### config.mk
export PLATFORM = sky130hd
export DESIGN_NAME = down_counter_tc
export DESIGN_NICKNAME = d
export VERILOG_FILES = /design/src/rtl/down_counter_pkg.sv /design/src/rtl/down_counter_tc_dec.sv /design/src/rtl/down_counter_tc.sv
export SDC_FILE = /design/constraint.sdc
export NUM_CORES = 1
export LEC_CHECK = 0
export BUFFER_PORTS_ARGS = -buffer_cell sky130_fd_sc_hd__buf_2
export CAP_MARGIN = 20
export CORE_MARGIN = 2
export CORE_UTILIZATION = 48
export CTS_CLUSTER_DIAMETER = 150
export CTS_CLUSTER_SIZE = 12
export DETAILED_ROUTE_END_ITERATION = 10
export PLACE_DENSITY = 0.7
export SKIP_CTS_REPAIR_TIMING = 1
export SLEW_MARGIN = 20
export SYNTH_ARGS = -nofsm -noshare
export SYNTH_HDL_FRONTEND = slang
export SYNTH_SLANG_ARGS = --single-unit
### constraint.sdc
create_clock -name clk -period 2.6 [get_ports clk]
set_clock_uncertainty 0.2 [all_clocks]
set_input_delay 0.52 -clock clk [delete_from_list [all_inputs] [get_ports clk]]
set_output_delay 0.52 -clock clk [all_outputs]
set_load 0.02 [all_outputs]
### src/rtl/down_counter_pkg.sv
// Shared types for the loadable down-counter/timer.
// Holds the FSM state encoding and the default counter width.
package down_counter_pkg;

   localparam int DEFAULT_WIDTH = 8;

   typedef enum logic [1:0] {
      IDLE = 2'b00,
      RUN  = 2'b01,
      HOLD = 2'b10
   } state_t;

endpackage

### src/rtl/down_counter_tc_dec.sv
// Combinational decrementer: ripple-borrow chain of half-subtractors.
// Ports: a (operand), diff (a-1), zero (a==0), one (a==1).
module counter_dec
   import down_counter_pkg::*;
#(
   parameter int WIDTH = DEFAULT_WIDTH
) (
   input  logic [WIDTH-1:0] a,
   output logic [WIDTH-1:0] diff,
   output logic             zero,
   output logic             one
);

   logic [WIDTH:0] borrow;

   // Borrow-in of 1 subtracts one; each stage is a half-subtractor.
   assign borrow[0] = 1'b1;

   genvar i;
   generate
      for (i = 0; i < WIDTH; i++) begin : g_hs
         assign diff[i]     = a[i] ^ borrow[i];
         assign borrow[i+1] = ~a[i] & borrow[i];
      end
   endgenerate

   // Borrow ripples out of the top only when every bit was zero.
   assign zero = borrow[WIDTH];
   assign one  = a[0] & ~(|a[WIDTH-1:1]);

endmodule

### src/rtl/down_counter_tc.sv
// Loadable down-counter/timer with one-cycle terminal-count pulse.
// Ports: clk, rst_n, load, load_val, start, stop, tick,
//   auto_reload in; count, busy, tc out (all registered).
module down_counter_tc
   import down_counter_pkg::*;
#(
   parameter int WIDTH = DEFAULT_WIDTH
) (
   input  logic             clk,
   input  logic             rst_n,
   input  logic             load,
   input  logic [WIDTH-1:0] load_val,
   input  logic             start,
   input  logic             stop,
   input  logic             tick,
   input  logic             auto_reload,
   output logic [WIDTH-1:0] count,
   output logic             busy,
   output logic             tc
);

   state_t           state;
   logic [WIDTH-1:0] reload;
   logic [WIDTH-1:0] dec;
   logic             is_zero;
   logic             is_one;

   counter_dec #(.WIDTH(WIDTH)) u_dec (
      .a    (count),
      .diff (dec),
      .zero (is_zero),
      .one  (is_one)
   );

   always_ff @(posedge clk or negedge rst_n) begin
      if (!rst_n) begin
         state  <= IDLE;
         count  <= '0;
         reload <= '0;
         busy   <= 1'b0;
         tc     <= 1'b0;
      end else if (load) begin
         state  <= IDLE;
         count  <= load_val;
         reload <= load_val;
         busy   <= 1'b0;
         tc     <= 1'b0;
      end else begin
         tc <= 1'b0;
         unique case (state)
            IDLE: begin
               if (start && !stop && !is_zero) begin
                  state <= RUN;
                  busy  <= 1'b1;
               end
            end
            RUN: begin
               if (stop) begin
                  state <= HOLD;
               end else if (tick) begin
                  if (is_one) begin
                     tc <= 1'b1;
                     if (auto_reload && (reload != '0)) begin
                        count <= reload;
                     end else begin
                        count <= '0;
                        state <= IDLE;
                        busy  <= 1'b0;
                     end
                  end else if (!is_zero) begin
                     // Guard keeps count from wrapping below zero.
                     count <= dec;
                  end
               end
            end
            HOLD: begin
               if (start && !stop) begin
                  state <= RUN;
               end
            end
            default: begin
               state <= IDLE;
               busy  <= 1'b0;
            end
         endcase
      end
   end

endmodule

[Yosys cells after proc, flatten, opt, wreduce, memory -nomap -nowiden]
Index checks and enable logic that the tools add are counted.
Word-level totals
  flip-flop bits (word level): 20
  input bits: 15
  output and inout port bits: 10
  logic and storage cells: 83
Operators by class
  equal/unequal tests: 14
  multiplexer cells: 27
  bitwise logic cells: 24
  reductions and logical operators: 13
Operator list (number)
  2-to-1 mux 8 bit: 7
  inequality test 3 bit (second input constant): 6
  2-to-1 mux 2 bit: 7
  inequality test 4 bit (second input constant): 3
  2-to-1 mux 1 bit: 11
  inverter 1 bit: 9
  AND 1 bit: 8
  nonzero test 8 bit: 1
  OR reduction 7 bit: 1
  XOR 1 bit: 7
  case mux 2 bit (3 select lines): 1
  AND reduction 6 bit: 1
  AND reduction 5 bit: 1
  inequality test 2 bit (second input constant): 2
  AND reduction 4 bit: 1
  nonzero test 2 bit: 2
  logical AND 1 bit: 3
  inequality test 3 x 2 -> 1 bit (second input constant): 1
  case mux 1 bit (3 select lines): 1
  equality test 2 x 1 -> 1 bit (second input constant): 1
  equality test 2 bit (second input constant): 1
  logical NOT 1 bit: 2
  logical NOT 2 bit: 1

[Longest topological paths before layout]
Gate-level depths: netlist (run 1).
  word-level depth: 14
  gate-level depth with buffers: 11
  depth with buffers taken out: 11

[Cells and area by module]
Synthesis (run 1) repeated with hierarchy kept, for this count alone.
Second synthesis, totals
  cells, all modules: 122
  area total of the unflattened synthesis: 1184.9 um2
Modules (own cells, without submodules)
  down_counter_tc: instances 1, cells each 97, area each 1022.2 um2, sequential area each 500.5 um2
  counter_dec: instances 1, cells each 25, area each 162.7 um2, sequential area each 0.0 um2

[Worst setup path after synthesis (run 1)]
Ideal clock, no wire load.
  kind: register to register
  start point: reg count[0]
  end point: reg count[0]
  library setup time: 0.125 ns
  data arrival time: 2.404 ns
  data required time: 2.275 ns
  setup slack: -0.129 ns
  cell stages (with the launch flop): 12
  buffers on the path: 0
  period minus slack after synthesis: 2.729 ns
  path through: dfrtp_1 -> inv_1 -> ha_1 -> ha_1 -> ha_1 -> ha_1 -> ha_1 -> ha_1 -> ha_1 -> o21ai_4 -> a21o_4 -> mux2_4
Between the ends
  word-level cells in the longest chain between the ends: 10
  elaborated cells on any way between the ends: 17
  classes of those cells: eq/ne (1); mux (6); bitwise (9); reduce/logical (1)
Ends and longest elaborated chain
  from (decl): line down_counter_tc.sv:17  | output logic [WIDTH-1:0] count,
  from (signal assigned): line down_counter_tc.sv:44  | count <= load_val;
  from (signal assigned): line down_counter_tc.sv:64  | count <= reload;
  inverter 1 bit: line down_counter_tc_dec.sv:23  | assign borrow[i+1] = ~a[i] & borrow[i];
  AND 1 bit (7 in a row): line down_counter_tc_dec.sv:23
  inequality test 3 x 2 -> 1 bit (no line)
  AND reduction 4 bit (no line)
Parallel ways exist; a longest one is shown, timed or not. The select of a mux whose other input is x is not followed.
A chain may end at the register's enable or synchronous reset.

[Worst setup path after layout (run 1)]
  start point: reg count[0]
  end point: reg count[3]
Between the ends
  word-level cells in the longest chain between the ends: 10
  elaborated cells on any way between the ends: 18
  classes of those cells: eq/ne (1); mux (6); bitwise (10); reduce/logical (1)
Ends and longest elaborated chain (line)
  inverter 1 bit: down_counter_tc_dec.sv:23
  AND 1 bit (2 in a row): down_counter_tc_dec.sv:23
  AND 1 bit / XOR 1 bit (equally long branches): down_counter_tc_dec.sv:23, down_counter_tc_dec.sv:22
  AND 1 bit / 2-to-1 mux 8 bit (equally long branches): down_counter_tc_dec.sv:23, down_counter_tc.sv:70
  AND 1 bit / 2-to-1 mux 8 bit (equally long branches): down_counter_tc_dec.sv:23, down_counter_tc.sv:61
  AND 1 bit / 2-to-1 mux 8 bit (equally long branches): down_counter_tc_dec.sv:23, down_counter_tc.sv:60
  AND 1 bit / 2-to-1 mux 8 bit (equally long branches): down_counter_tc_dec.sv:23, down_counter_tc.sv:58
  inequality test 3 x 2 -> 1 bit (no line) / 2-to-1 mux 8 bit (equally long branches)
  AND reduction 4 bit (no line) / 2-to-1 mux 8 bit (equally long branches)
Parallel ways exist; a longest one is shown, timed or not. The select of a mux whose other input is x is not followed.

==> results of run 1 <==
[sequential cells by signal, summed over array words and instances (netlist names)]
signal / count
state: 2
tc: 1
busy: 1
reload: 8
count: 8
[critical path, stage by stage, from the launching register on]
cell and delay (ns):
dfrtp_2 0.39, inv_2 0.04, ha_1 0.18, ha_1 0.18, ha_1 0.18, ha_1 0.18
ha_1 0.18, ha_2 0.17, ha_2 0.19, o21ai_4 0.07, buf_4 0.18, a211oi_1 0.08
a31oi_1 0.19
[power groups by stage]
stage	sequential (mW)	combinational, mW	clock [mW]
detailed placement	0.389	0.205	0
floorplan	0.414	0.100	0
finish	0.384	0.206	0.185
global placement	0.388	0.203	0
global route	0.390	0.230	0.204
CTS	0.383	0.207	0.193
[metal layers]
layer | up-vias | share of wire (%) | track usage [%]
li1 | 523 | - | -
met1 | 496 | 46 | 29.26
met2 | 27 | 49 | 36.21
met3 | 2 | 4.2 | 2.500
met4 | 0 | 0.63 | 7.265
met5 | - | 0 | 0
[layout by cell type (no fill, tap or decap), types with 2 or more instances in the layout]
master,instances
a211oi_1,7
a21oi_1,3
a31oi_1,8
buf_2,24
buf_4,5
clkbuf_4,3
dfrtp_1,18
dfrtp_2,2
ha_1,5
ha_2,2
inv_1,16
nand2_1,16
nand2b_1,4
nand3_1,2
nand3b_1,2
nor2_1,6
nor4_1,4
o21ai_0,9
o31a_1,7
[cell families (layout without fill, tap and decap cells)]
kind of cell               count (synthesis)  in the layout
and+or+nand+nor                           40             40
muxes                                      2              2
adders and majority gates                  7              7
AOI/OAI and AO/OA                         37             37
DFF                                       20             20
buffers and inverters                     21             51
[per-stage QoR]
step	area (um^2)	power, mW	util, %	std cells	worst slack, ns
2_1_floorplan	1189	0.5146	-	127	0.01214
3_3_place_gp	1366	0.5911	60.03	180	0.1651
3_5_place_dp	1366	0.5944	60.03	180	0.1303
4_1_cts	1403	0.7826	61.63	184	0.1118
5_1_grt	1413	0.8238	62.07	185	0.01259
6_report	1413	0.7756	62.07	185	0.1142
[final timing paths]
| path | startpoint | to | slack (ns) |
|---|---|---|---|
| setup / recovery | count[0]$_DFFE_PN0P_ | count[3]$_DFFE_PN0P_ | 0.11 |
| hold / removal | stop | state[0]$_DFFE_PN0P_ | 0.21 |
| setup reg to reg | count[0]$_DFFE_PN0P_ | count[3]$_DFFE_PN0P_ | 0.11 |
| hold reg to reg | busy$_DFFE_PN0P_ | busy$_DFFE_PN0P_ | 0.35 |
| max in group asynchronous | rst_n | count[1]$_DFFE_PN0P_ | 1.39 |
| min in group asynchronous | rst_n | busy$_DFFE_PN0P_ | 0.48 |
[layout make-up]
class / instances / area (um^2) / share of cell area (%)
clock buffer: 4 / 36.28 / 2.569
inverter: 17 / 63.81 / 4.517
multi-input combinational: 86 / 606.8 / 42.96
sequential: 20 / 503.0 / 35.61
tap: 28 / 35.03 / 2.480
timing repair buffer: 30 / 167.7 / 11.87
[cells in the mapped netlist]
cell | number | share of area, %
nor4_1 | 4 | 2.1
clkbuf_1 | 4 | 1.3
nor4_4 | 1 | 1.8
or4_4 | 1 | 0.95
mux2_2 | 1 | 0.95
nor4b_1 | 1 | 0.74
a21oi_1 | 3 | 1.3
nand4_1 | 1 | 0.53
o21ai_4 | 1 | 1.4
nor3_1 | 1 | 0.42
or4b_4 | 1 | 1.2
o311ai_0 | 1 | 0.74
nand2_1 | 16 | 5.1
nand3b_1 | 2 | 1.3
nand2b_1 | 4 | 2.1
dfrtp_1 | 20 | 42
o21ai_0 | 9 | 3.8
ha_1 | 7 | 7.4
nand3_1 | 2 | 0.85
a21o_4 | 1 | 1.3
a31oi_1 | 8 | 4.2
a211oi_1 | 7 | 4.4
nor2_1 | 6 | 1.9
o31a_1 | 7 | 5.2
inv_1 | 17 | 5.4
mux2_4 | 1 | 1.3
==> summary.md, run 1 <==
| Metric | Value |
|---|---|
| Status | `completed` |
| Avg Inst Size Synth | `9.300 um^2` |
| Multiplexer share of the synthesized area | `2.225%` |
| CTS Sinks | `20` |
| Synth Area in Simple Gates | `18.96%` |
| Post-Synthesis Cells | `127` |
| # DRC | `0` |
| RSZ-0062 raised after global routing | `false` |
| Sequential-to-total area share from yosys stat | `42.37%` |
| Post-DP HPWL | `1.952 mm` |
| Starting Density | `51.90%` |
| Avg Vias per Cell | `5.665` |
| CP Data Required Time | `2.62 ns` |
| Hold Fails Final Rpt | `0` |
| Antenna Violating Nets Remaining | `0` |
| PwrDens | `549.1 nW/um^2` |
| Sw Pwr | `0.2528 mW` |
| Critical Path End Type | `flop` |
| Top-level port count | `25` |
| CTS Buf Count | `3` |
| Final period util | `95.61%` |
| Final setup violation count | `0` |
| Lkg Pwr | `0.6568 nW` |
| CTS tree | `built` |
| Adder and majority cell fraction of the synthesized area | `7.415%` |
| Reg2Reg Depth | `12` |
| Number of port buffers | `24` |
| Max cap viols | `0` |
| Sum Neg Setup Slack | `0 ns` |
| Max Slew Vio Count | `0` |
| Avg WL per Cell | `14.59 um` |
| First-pass DRT Iterations | `4` |
| Cells on Worst Hold Path | `2` |
| Largest family of logic cells by synthesized area | `compound AO/OA/AOI/OAI gates` |
| Worst VDD drop | `0.3036 mV` |
| Post-Syn Area | `1181 um^2` |
| Initial antenna violation count | `0` |
| Die area | `2874 um^2` |
| Routed via count | `1048` |
| Internal Power | `0.5228 mW` |
| Final wirelength | `2.700 mm` |
| Starting DRT DRC Count | `37` |
| Xor and xnor area share after synthesis | `0%` |
| HP Class | `input pin to flop` |
| Fill cells | `209` |
| H-Tree Depth | `1` |
| WP data arrival | `2.50 ns` |
| Gpl congestion | `0.8609` |
| Area delta synth->final | `19.60%` |
| Total grt overflow | `0` |
| Die width | `53.61 um` |
| CP Launch Type | `flop` |
| Setup CP Type | `flop to flop` |
| Largest net degree at the start of global routing | `38` |
| GRT Util Overall | `21.69%` |
| Synth Area in Compound Gates | `22.35%` |
| Yosys reg bits | `20` |
| Combinational power share | `26.6%` |
| Synth cell types | `26` |
| First-pass GRT wire length | `4.498 mm` |
| Clock transition at the registers of the reported paths | `0.13 ns` |
| F_max | `402.3 MHz` |
| Hold_ws | `0.2132 ns` |
| Sw frac | `32.60%` |
| Sequential fraction of design power | `49.5%` |
| Core Region | `2276 um^2` |
| CTS Buffer Depth | `2` |
| Slew margin rel. | `57.48%` |
| Clock root cell | `clkbuf_4` |
| Core Rows | `17` |
| Synth warn | `0` |
| Slew of the pin with the lowest slew margin | `0.6378 ns` |
| Crit path time final | `2.486 ns` |
| Final net count | `180` |
| N_diodes | `0` |
| Share of layout cells above drive strength 1 | `28.66%` |
| Vias in the first global route | `1015` |
| Clock share of power | `23.9%` |
| CP max FO | `7` |
| Skew-Pair Late Insertion Delay | `0.30 ns` |
| Synth Net Count | `149` |
| DIE HEIGHT | `53.61 um` |
No activity file was read; power rests on OpenSTA's default activity.
==> run 2, diff against run 1 <==
--- a/config.mk
+++ b/config.mk
@@ -5,14 +5,15 @@
 export SDC_FILE = /design/constraint.sdc
 export NUM_CORES = 1
 export LEC_CHECK = 0
-export BUFFER_PORTS_ARGS = -buffer_cell sky130_fd_sc_hd__buf_2
 export CAP_MARGIN = 20
 export CORE_MARGIN = 2
-export CORE_UTILIZATION = 48
+export CORE_UTILIZATION = 55
+export CTS_BUF_LIST = sky130_fd_sc_hd__clkbuf_16
 export CTS_CLUSTER_DIAMETER = 150
 export CTS_CLUSTER_SIZE = 12
 export DETAILED_ROUTE_END_ITERATION = 10
-export PLACE_DENSITY = 0.7
+export DONT_BUFFER_PORTS = 1
+export PLACE_DENSITY = 0.69
 export SKIP_CTS_REPAIR_TIMING = 1
 export SLEW_MARGIN = 20
 export SYNTH_ARGS = -nofsm -noshare
==> summary.md, run 2 (synthesis results as in run 1) <==
| Metric | Value |
|---|---|
| Status | `completed` |
| Internal Power | `0.6306 mW (+21%)` |
| Slowest-stage cell, CP | `dfrtp_2` |
| CTS Sinks | `20 (unchanged)` |
| # DRC | `0 (unchanged)` |
| Starting DRT DRC Count | `18 (-51%)` |
| Final setup violation count | `0 (unchanged)` |
| CP top delay family | `adder cells` |
| Placed cell count | `158 (-12%)` |
| Largest net degree at the start of global routing | `38 (unchanged)` |
| Final wirelength | `2.654 mm (-1.7%)` |
| Final net count | `159 (-12%)` |
| Fill cells | `159 (-24%)` |
| Final cell count without fillers | `163 (-12%)` |
| Total grt overflow | `0 (unchanged)` |
| GRT Util Overall | `24.64% (+2.9 points)` |
| Combinational power share | `19.6% (-7.0 points)` |
| Post-DP HPWL | `1.896 mm (-2.8%)` |
| CTS Buffer Depth | `2 (unchanged)` |
| CTS Buf Count | `3 (unchanged)` |
| Core Rows | `16 (-1)` |
| Antenna Violating Nets Remaining | `0 (unchanged)` |
| Worst VDD drop | `0.5059 mV (+67%)` |
| Max incr delay on CP | `0.37 ns (-0.02 ns)` |
| Critical Path End Type | `flop` |
| CP Launch Type | `flop` |
| Crit-path cells | `inv_2, ha_1, ha_1, ha_1, ha_1, ha_1, ha_2, ha_2, o21ai_4, a21o_4, mux2_4` |
| Sw frac | `28.27% (-4.3 points)` |
| CP Data Required Time | `2.54 ns (-0.08 ns)` |
| First-pass GRT wire length | `4.698 mm (+4.4%)` |
| Clock root cell | `clkbuf_16` |
| Core Region | `2002 um^2 (-12%)` |
| Clock transition at the registers of the reported paths | `0.06 ns (-0.07 ns)` |
| RSZ-0062 raised after global routing | `false` |
| Most frequent CP cell | `ha_1` |
| Sum Neg Setup Slack | `0 ns (unchanged)` |
| Max Slew Vio Count | `0 (unchanged)` |
| Avg Vias per Cell | `6.061 (+7.0%)` |
| Most frequent cells in the layout | `18 x dfrtp_1, 17 x inv_1, 16 x nand2_1` |
| Routed via count | `988 (-5.7%)` |
| PwrDens | `648.2 nW/um^2 (+18%)` |
| H-Tree Depth | `1 (unchanged)` |
| Area delta synth->final | `14.83%` |
| Lkg Pwr | `0.5973 nW (-9.1%)` |
| Hold Fails Final Rpt | `0 (unchanged)` |
| Avg WL per Cell | `16.28 um (+12%)` |
| Top-level port count | `25 (unchanged)` |
| Slew margin rel. | `38.20% (-19 points)` |
| N_diodes | `0 (unchanged)` |
| Hold_ws | `0.1228 ns (-0.09038 ns)` |
| Largest registers | `count x8, reload x8, state x2` |
| Vias in the first global route | `1026 (+1.1%)` |
| Skew-Pair Late Insertion Delay | `0.25 ns (-0.05 ns)` |
| Share of layout cells above drive strength 1 | `16.91% (-12 points)` |
| DIE HEIGHT | `50.34 um (-6.1%)` |
| First-pass DRT Iterations | `4 (unchanged)` |
| F_max | `403.5 MHz (+0.30%)` |
| WP data arrival | `2.42 ns (-0.08 ns)` |
| Final period util | `95.32% (-0.29 points)` |
| Number of port buffers | `0 (-100%)` |
| CTS tree | `built` |
| Most common cell after layout, fill and taps aside | `dfrtp_1` |
| Crit path time final | `2.478 ns (-0.007529 ns)` |
| Die area | `2534 um^2 (-12%)` |
| Sequential fraction of design power | `44.6% (-4.9 points)` |
| Clock share of power | `35.8% (+12 points)` |
| Tot Pwr | `0.8791 mW (+13%)` |
| Starting Density | `59.00% (+7.1 points)` |
| Sw Pwr | `0.2485 mW (-1.7%)` |
| Max cap viols | `0 (unchanged)` |
| Crit path buffers/inverters | `1 (-1)` |
| Gpl congestion | `0.8163 (-5.2%)` |
| Initial antenna violation count | `0 (unchanged)` |
| CP max FO | `3 (-4)` |
| Setup CP Type | `flop to flop` |
| HP Class | `input pin to flop` |
| Die width | `50.34 um (-6.1%)` |
| Slew of the pin with the lowest slew margin | `0.9240 ns (+0.2862 ns)` |
## run 2: final timing paths
kind | from | to | slack [ns] | cells after the start
min in group asynchronous | rst_n | busy$_DFFE_PN0P_ | 0.65 | 1
worst min register to register | reload[6]$_DFFE_PN0P_ | reload[6]$_DFFE_PN0P_ | 0.36 | 2
worst max-delay path | count[0]$_DFFE_PN0P_ | count[0]$_DFFE_PN0P_ | 0.12 | 11
max in group asynchronous | rst_n | count[0]$_DFFE_PN0P_ | 0.92 | 1
worst max register to register | count[0]$_DFFE_PN0P_ | count[0]$_DFFE_PN0P_ | 0.12 | 11
worst min-delay path | stop | state[0]$_DFFE_PN0P_ | 0.12 | 1
## run 2: layer usage
metal | GRT usage [%] | part of all wire [%] | up-vias
li1 | - | - | 472
met1 | 33.08 | 42 | 469
met2 | 39.47 | 50 | 40
met3 | 5.060 | 5.9 | 7
met4 | 8.559 | 2.0 | 0
met5 | 0 | 0 | -
## run 2: metrics by stage
stage	instance area (um^2)	setup slack, ns	util (%)
2_1_floorplan	1189	0.01214	-
3_5_place_dp	1267	0.1297	63.31
3_3_place_gp	1267	0.1768	63.31
6_report	1356	0.1218	67.75
4_1_cts	1346	0.1156	67.25
5_1_grt	1356	0.03266	67.75
## run 2: area by class of cell
cell class / instances / area [um^2] / area share (%)
multi-input combinational: 86 / 606.8 / 44.74
sequential: 20 / 503.0 / 37.08
clock buffer: 3 / 75.07 / 5.535
timing repair buffer: 9 / 70.07 / 5.166
inverter: 17 / 63.81 / 4.705
tap: 27 / 33.78 / 2.491
clock inverter: 1 / 3.754 / 0.2768
## run 2: power by group through the flow
stage	clock network (mW)	logic (mW)	registers (mW)
detailed placement	0	0.165	0.397
global placement	0	0.163	0.396
floorplan	0	0.100	0.414
global route	0.336	0.194	0.398
finish	0.314	0.172	0.392
CTS	0.319	0.166	0.392
